===== src/rtl/frequency_generator.sv =====
// Programmable square-wave source. An accumulator NCO divides the system
// clock by an arbitrary (including non-integer) ratio, so the long-run
// output frequency is exact. An optional LFSR-driven bounce window after
// each clean edge emulates contact chatter for exercising debounce logic.
module frequency_generator #(
    parameter int unsigned CLK_HZ        = 25_000_000,
    parameter int unsigned FREQ_W        = 24,
    parameter int unsigned ACC_W         = 32,
    parameter int unsigned BOUNCE_CYCLES = 10,
    parameter logic [15:0] LFSR_SEED     = 16'hACE1,
    parameter int unsigned CNT_W         = 16
) (
    input  logic              iClk,
    input  logic              iRst_n,
    input  logic [FREQ_W-1:0] iFrecuencia,
    input  logic              iCargar,
    input  logic              iRuido,
    output logic              oSenal,
    output logic              oFlanco,
    output logic              oActivo,
    output logic [CNT_W-1:0]  oPeriodos
);

    typedef enum logic [1:0] {IDLE, RUN, BOUNCE} state_t;

    localparam int unsigned    AW1    = ACC_W + 1;
    localparam int unsigned    BC_W   = $clog2(BOUNCE_CYCLES + 1);
    localparam logic [ACC_W:0] CLK_V  = AW1'(CLK_HZ);
    localparam logic [ACC_W:0] HALF_V = AW1'(CLK_HZ / 2);

    state_t            state, state_n;
    logic [FREQ_W-1:0] frec, frec_n;
    logic [ACC_W-1:0]  acc, acc_n;
    logic              level, level_n;
    logic [15:0]       lfsr, lfsr_n;
    logic [BC_W-1:0]   bcnt, bcnt_n;
    logic              senal_n, flanco_n, activo_n;
    logic [CNT_W-1:0]  periodos_n;

    logic [ACC_W:0]    sum;
    logic [FREQ_W-1:0] clamped;
    logic              toggle, noisy;

    // Next-state, accumulator, bounce window and registered-output values.
    always_comb begin
        state_n    = state;
        frec_n     = frec;
        acc_n      = acc;
        level_n    = level;
        bcnt_n     = bcnt;
        flanco_n   = 1'b0;
        periodos_n = oPeriodos;
        toggle     = 1'b0;
        noisy      = 1'b0;
        lfsr_n     = {lfsr[0] ^ lfsr[2] ^ lfsr[3] ^ lfsr[5], lfsr[15:1]};
        sum        = {1'b0, acc} + (AW1'(frec) << 1);
        clamped    = (AW1'(iFrecuencia) > HALF_V) ? FREQ_W'(HALF_V) : iFrecuencia;

        if (iCargar) begin
            // Load wins over any toggle due this cycle; timing restarts here.
            frec_n  = clamped;
            acc_n   = '0;
            level_n = 1'b0;
            bcnt_n  = '0;
            state_n = (clamped == '0) ? IDLE : RUN;
        end else begin
            case (state)
                IDLE: begin
                    level_n = 1'b0;
                end
                RUN, BOUNCE: begin
                    if (sum >= CLK_V) begin
                        acc_n    = ACC_W'(sum - CLK_V);
                        level_n  = ~level;
                        flanco_n = 1'b1;
                        toggle   = 1'b1;
                        if (!level)
                            periodos_n = oPeriodos + CNT_W'(1);
                    end else begin
                        acc_n = ACC_W'(sum);
                    end

                    // A toggle (re)opens the window; the toggle cycle itself stays clean.
                    if (toggle && iRuido) begin
                        state_n = BOUNCE;
                        bcnt_n  = BC_W'(BOUNCE_CYCLES);
                    end else if (state == BOUNCE) begin
                        if (!iRuido || bcnt == '0) begin
                            state_n = RUN;
                            bcnt_n  = '0;
                        end else begin
                            bcnt_n = bcnt - BC_W'(1);
                            noisy  = 1'b1;
                        end
                    end
                end
                default: begin
                    state_n = IDLE;
                end
            endcase
        end

        senal_n  = noisy ? lfsr_n[0] : level_n;
        activo_n = (state_n != IDLE);
    end

    // State and output registers; reset aborts any period in progress.
    always_ff @(posedge iClk or negedge iRst_n) begin
        if (!iRst_n) begin
            state     <= IDLE;
            frec      <= '0;
            acc       <= '0;
            level     <= 1'b0;
            lfsr      <= LFSR_SEED;
            bcnt      <= '0;
            oSenal    <= 1'b0;
            oFlanco   <= 1'b0;
            oActivo   <= 1'b0;
            oPeriodos <= '0;
        end else begin
            state     <= state_n;
            frec      <= frec_n;
            acc       <= acc_n;
            level     <= level_n;
            lfsr      <= lfsr_n;
            bcnt      <= bcnt_n;
            oSenal    <= senal_n;
            oFlanco   <= flanco_n;
            oActivo   <= activo_n;
            oPeriodos <= periodos_n;
        end
    end

endmodule


===== config.mk =====
export PLATFORM = sky130hd
export DESIGN_NAME = frequency_generator
export DESIGN_NICKNAME = d
export VERILOG_FILES = /design/src/rtl/frequency_generator.sv
export SDC_FILE = /design/constraint.sdc
export NUM_CORES = 1
export LEC_CHECK = 0
export CAP_MARGIN = 20
export CORE_ASPECT_RATIO = 0.75
export CORE_MARGIN = 3
export CORE_UTILIZATION = 51
export CTS_CLUSTER_SIZE = 20
export DETAILED_ROUTE_END_ITERATION = 6
export GPL_TIMING_DRIVEN = 0
export PLACE_DENSITY = 0.75
export SLEW_MARGIN = 10
export SYNTH_ARGS = -nofsm -noshare
export SYNTH_HDL_FRONTEND = slang
export SYNTH_SLANG_ARGS = --single-unit

===== constraint.sdc =====
create_clock -name iClk -period 10.8 [get_ports iClk]
set_clock_uncertainty 0.2 [all_clocks]
set_input_delay 2.7 -clock iClk [delete_from_list [all_inputs] [get_ports iClk]]
set_output_delay 2.7 -clock iClk [all_outputs]
set_load 0.02 [all_outputs]

### Word level (Yosys, flattened, before mapping)

Cells that the tools add are included.

* flip-flop bits (word level): 98
* bits of input ports: 28
* output and inout bits: 19
* logic and storage cells: 64

* $add $sub $neg: 4
* magnitude comparators: 2
* equality and inequality tests: 2
* multiplexer cells: 29
* bitwise operators: 5
* reductions and logical operators: 12

Operators by type and width (number)
* 2-to-1 mux 32 bit: 3
* adder 32 x 25 -> 33 bit: 1
* greater-or-equal comparator 33 x 25 -> 1 bit (second input constant): 1
* subtractor 32 x 25 -> 32 bit (second input constant): 1
* greater-than comparator 24 bit (second input constant): 1
* zero test 24 bit: 1
* 2-to-1 mux 24 bit: 1
* 2-to-1 mux 4 bit: 5
* adder 16 x 1 -> 16 bit (second input constant): 1
* 2-to-1 mux 1 bit: 14
* 2-to-1 mux 2 bit: 4
* zero test 4 bit: 1
* one-hot mux 2 bit (2 select lines): 1
* AND reduction 4 bit: 1
* nonzero test 2 bit: 2
* subtractor 4 x 1 -> 4 bit (second input constant): 1
* nonzero test 3 bit: 1
* bitwise XOR 1 bit: 3
* == test 2 x 1 -> 1 bit (second input constant): 1
* == test 2 bit (second input constant): 1
* zero test 2 bit: 1
* NOT 1 bit: 2
* one-hot mux 1 bit (2 select lines): 1
* AND reduction 2 bit: 1
* 4 further kinds: 4

### Logic depth before layout (Yosys ltp)

* depth in word-level cells: 10
* depth in mapped cells: 19
* gate-level depth less buffers: 18

### Least setup slack after synthesis

Ideal clock, no wire load.

* path type: input to register
* from: in iFrecuencia[14]
* to: reg oActivo
* setup time: 0.124 ns
* data arrival time: 4.218 ns
* data required time: 10.476 ns
* setup slack: 6.258 ns
* cell stages on the path: 9
* buffers on the path: 0
* cells stage by stage: and4b_1 -> nand3_1 -> a21oi_1 -> a211oi_1 -> o21ai_0 -> nor2_1 -> o32ai_1 -> o41ai_2 -> or2_1

* cells in the longest elaborated chain, start to end: 6

Ends and longest elaborated chain
* start: declaration: line 15 `input logic [FREQ_W-1:0] iFrecuencia,`
* greater-than comparator 24 bit: line 57 `clamped = (AW1'(iFrecuencia) > HALF_V) ? FREQ_W'(HALF_V) : iFrecuencia;`
* 2-to-1 mux 24 bit *: line 57
* zero test 24 bit *: line 65 `state_n = (clamped == '0) ? IDLE : RUN;`
* 2-to-1 mux 1 bit *: line 65
* 2-to-1 mux 2 bit *: line 59 `if (iCargar) begin`
* named net state_n[0]: line 31 `state_t state, state_n;`
* nonzero test 2 bit *: line 104 `activo_n = (state_n != IDLE);`
* named net activo_n: line 37 `logic senal_n, flanco_n, activo_n;`
* end signal: assignment: line 129 `oActivo <= activo_n;`
* end: declaration: line 20 `output logic oActivo,`

Mark *: on every way through the listed nets, which the timed path passes. The rest lies on a longest branch.
A chain may end at the register's enable or synchronous reset.

### Worst setup path after layout

* from: in iFrecuencia[13]
* to: reg oActivo

The elaborated chain is that of the path after synthesis.

==> out/metrics.yaml <==
status: "finished, final reports clean"
fp-row-count: 34
drtAntennaViolNets: 0
rsz0062_at_grt: "false"
drc_errors: 0
p_sw_w: 0.001116
synth_seq_cells: 97
irDropWorstVdd_v: 0.0001585
cts_setup_buffers: 0
clkLatencyLatePin_ns: 0.34
grt_pass1_wl_mm: 28.72
synth_top_cell_area_share_pct: 34.87
syn_to_final_growth_pct: 15.30
ys.flop_type: "dfrtp_1"
place_hpwl_mm: 13.89
p_int_w: 0.001196
p_leak_nw: 3.081
met3_usage_pct: 4.488
async_flop_share_pct: 100.0
dieArea_mm2: 0.01391
clock_power_share_pct: 13.7
seq_area_mm2: 0.002437
io_pins: 47
fin_ws_ns: 5.574
busiest_layer: "met2"
use_met2_pct: 40.25
core_area_mm2: 0.01191
dp_slack_ns: 5.280
crit_required_ns: 10.83
start_util_pct: 53.61
clkSinkCount: 97
ys_seq_area_share_pct: 38.17
worst_pin_slew_ns: 0.8445
hold_class: "reg2reg"
setup_viol_count_final: 0
timing_hold_violations_final: 0
power_frac_comb_pct: 64.5
grt_overflow: 0
p_seq_share_pct: 21.9
grt_pass1_vias: 5479
worstSetupEndpointType: "flip-flop"
die_h_um: 102.9
grt_max_degree: 62
dr.pass1.iters: 5
syn-cell-area_mm2: 0.006386
setup-tns-final_ns: 0
layout_commonest_cell: "dfrtp_1"
io_buffers: 46
drv_slew: 0
startpoint_type: "input pin"
crit_arrival_ns: 5.25
met1_usage_pct: 39.83
antenna_found_initial: 0
sw_frac_of_total_pct: 48.27
routabilityCongestion: 0.9794
htreeDepth: 3
synthesis.nets: 750
slew_headroom_pct: 42.99
avgSynthCellArea_um2: 9.269
n_antenna_cell: 0
clockBufferDepth: 2
maxCapViolCount: 0
layout_common_cells: "89 x dfrtp_1, 62 x nor2_1, 58 x nand2_1, 45 x clkdlybuf4s50_1, 43 x xnor2_1"
cts_tree: "built"
power_density_mw_per_mm2: 314.0
drt-total-wl_mm: 17.95
synthTopCellsByArea: "dfrtp_1 35%, ha_1 6.3%, xnor2_1 5.9%"
clkTransAtPathRegs_ns: 0.06
cts_made_buffers: 9
fp.dieW_um: 135.2
viasPerCell: 6.212
drive_above_1_share_pct: 8.245
synth.largest_area_cell: "dfrtp_1"
cts_resized: 0
path_max_fanout: 5
wl_per_cell_um: 19.64
drt_iter0_drc: 610
synth_edf_count: 0
crit_type: "in2reg"
yosysWarnings: 0
track_usage_pct: 26.55
cts_root_buf: "clkbuf_16"
num-fill-cells: 1026
final_nets: 808
multiInputGateArea_mm2: 0.003742
fin_crit_ns: 5.226
holdBufCountCts: 0
via_count: 5678
fin_crit_sh_pct: 48.39
synth_cell_type_count: 84
clock.fmax_mhz: 191.3
synth_cells: 689
==> synthesized netlist by cell type (8+ instances only) <==
| cell | instances |
|---|---|
| dfstp_2 | 8 |
| o21ai_0 | 22 |
| dfrtp_1 | 89 |
| nor4_1 | 10 |
| nor2_1 | 62 |
| ha_1 | 32 |
| clkbuf_1 | 16 |
| nand3_1 | 19 |
| o22a_1 | 11 |
| a21oi_1 | 42 |
| inv_1 | 22 |
| nand4_1 | 10 |
| xnor2_1 | 43 |
| nor3_1 | 16 |
| mux2i_1 | 9 |
| nand2_1 | 58 |
| xor2_1 | 22 |
| a211oi_1 | 22 |
| and3_1 | 8 |
| a22o_1 | 10 |
| a21o_1 | 10 |
| nor2b_1 | 10 |
==> state kept, by name, summed over array words and instances (netlist names) <==
signal and cells:
frec 24, oSenal 1, bcnt 4, state 2, oFlanco 1, level 1
oPeriodos 16, oActivo 1, lfsr 16, acc 31
==> kinds of logic (layout without fill, tap and decap cells) <==
logic type      Yosys count  count (layout)  synth area share, %
compound gates          191             191                21.77
buf+inv                  49             112                3.233
simple gates            240             240                19.04
mux                      14              14                2.292
fa+ha+maj                33              33                6.583
xor+xnor                 65              65                8.914
flops                    97              97                38.17
==> stage by stage <==
stage	instances	area (um2)	hold slack, ns	total power, W	util, %
floorplan	689	6386	0.1312	0.001585	-
global placement	897	7049	0.1341	0.001916	59.18
detailed placement	898	7074	0.1426	0.001955	59.39
CTS	914	7363	0.1571	0.002285	61.82
global route	914	7363	0.1622	0.002488	61.82
finish	914	7363	0.1527	0.002312	61.82
==> final cells by class <==
| class | count | share of cell area (%) |
|---|---|---|
| multi-input combinational | 543 | 50.82 |
| sequential | 97 | 33.10 |
| timing repair buffer | 47 | 6.593 |
| clock buffer | 11 | 3.161 |
| tap | 162 | 2.753 |
| buffer | 26 | 1.631 |
| inverter | 23 | 1.172 |
| clock inverter | 5 | 0.7647 |
==> layer usage <==
layer	vias up	share of wire, %
met4	0	1.6
met1	2760	47
met5	-	0
met3	27	7.5
li1	2651	-
met2	240	43
==> worst paths after layout <==
check                           startpoint  endpoint  slack, ns  cells after the start
hold / removal                    lfsr[12]  lfsr[11]       0.15                      0
hold reg to reg                   lfsr[12]  lfsr[11]       0.15                      0
setup reg to reg                   frec[0]   acc[11]       5.65                     16
min in group asynchronous           iRst_n  frec[14]       2.12                      1
max in group asynchronous           iRst_n   lfsr[5]       7.57                      2
setup / recovery           iFrecuencia[13]   oActivo       5.57                     10
==> worst max-delay path: stages <==
cell	delay, ns
clkdlybuf4s50_1	0.55
and4b_1	0.22
nand3_1	0.11
a21oi_1	0.15
a211oi_1	0.07
o21ai_0	0.44
nor2_1	0.08
o32ai_1	0.50
o41ai_2	0.17
or2_1	0.27
==> power groups by stage <==
stage	Clock, W	Combinational, W	Sequential (W)
after floorplan	0	0.00108	0.000508
after global placement	0	0.00141	0.000507
final	0.000317	0.00149	0.000505
after global routing	0.000337	0.00164	0.000513
after CTS	0.000323	0.00146	0.000504
after detailed placement	0	0.00145	0.000510
No activity file was read; power rests on OpenSTA's default activity.
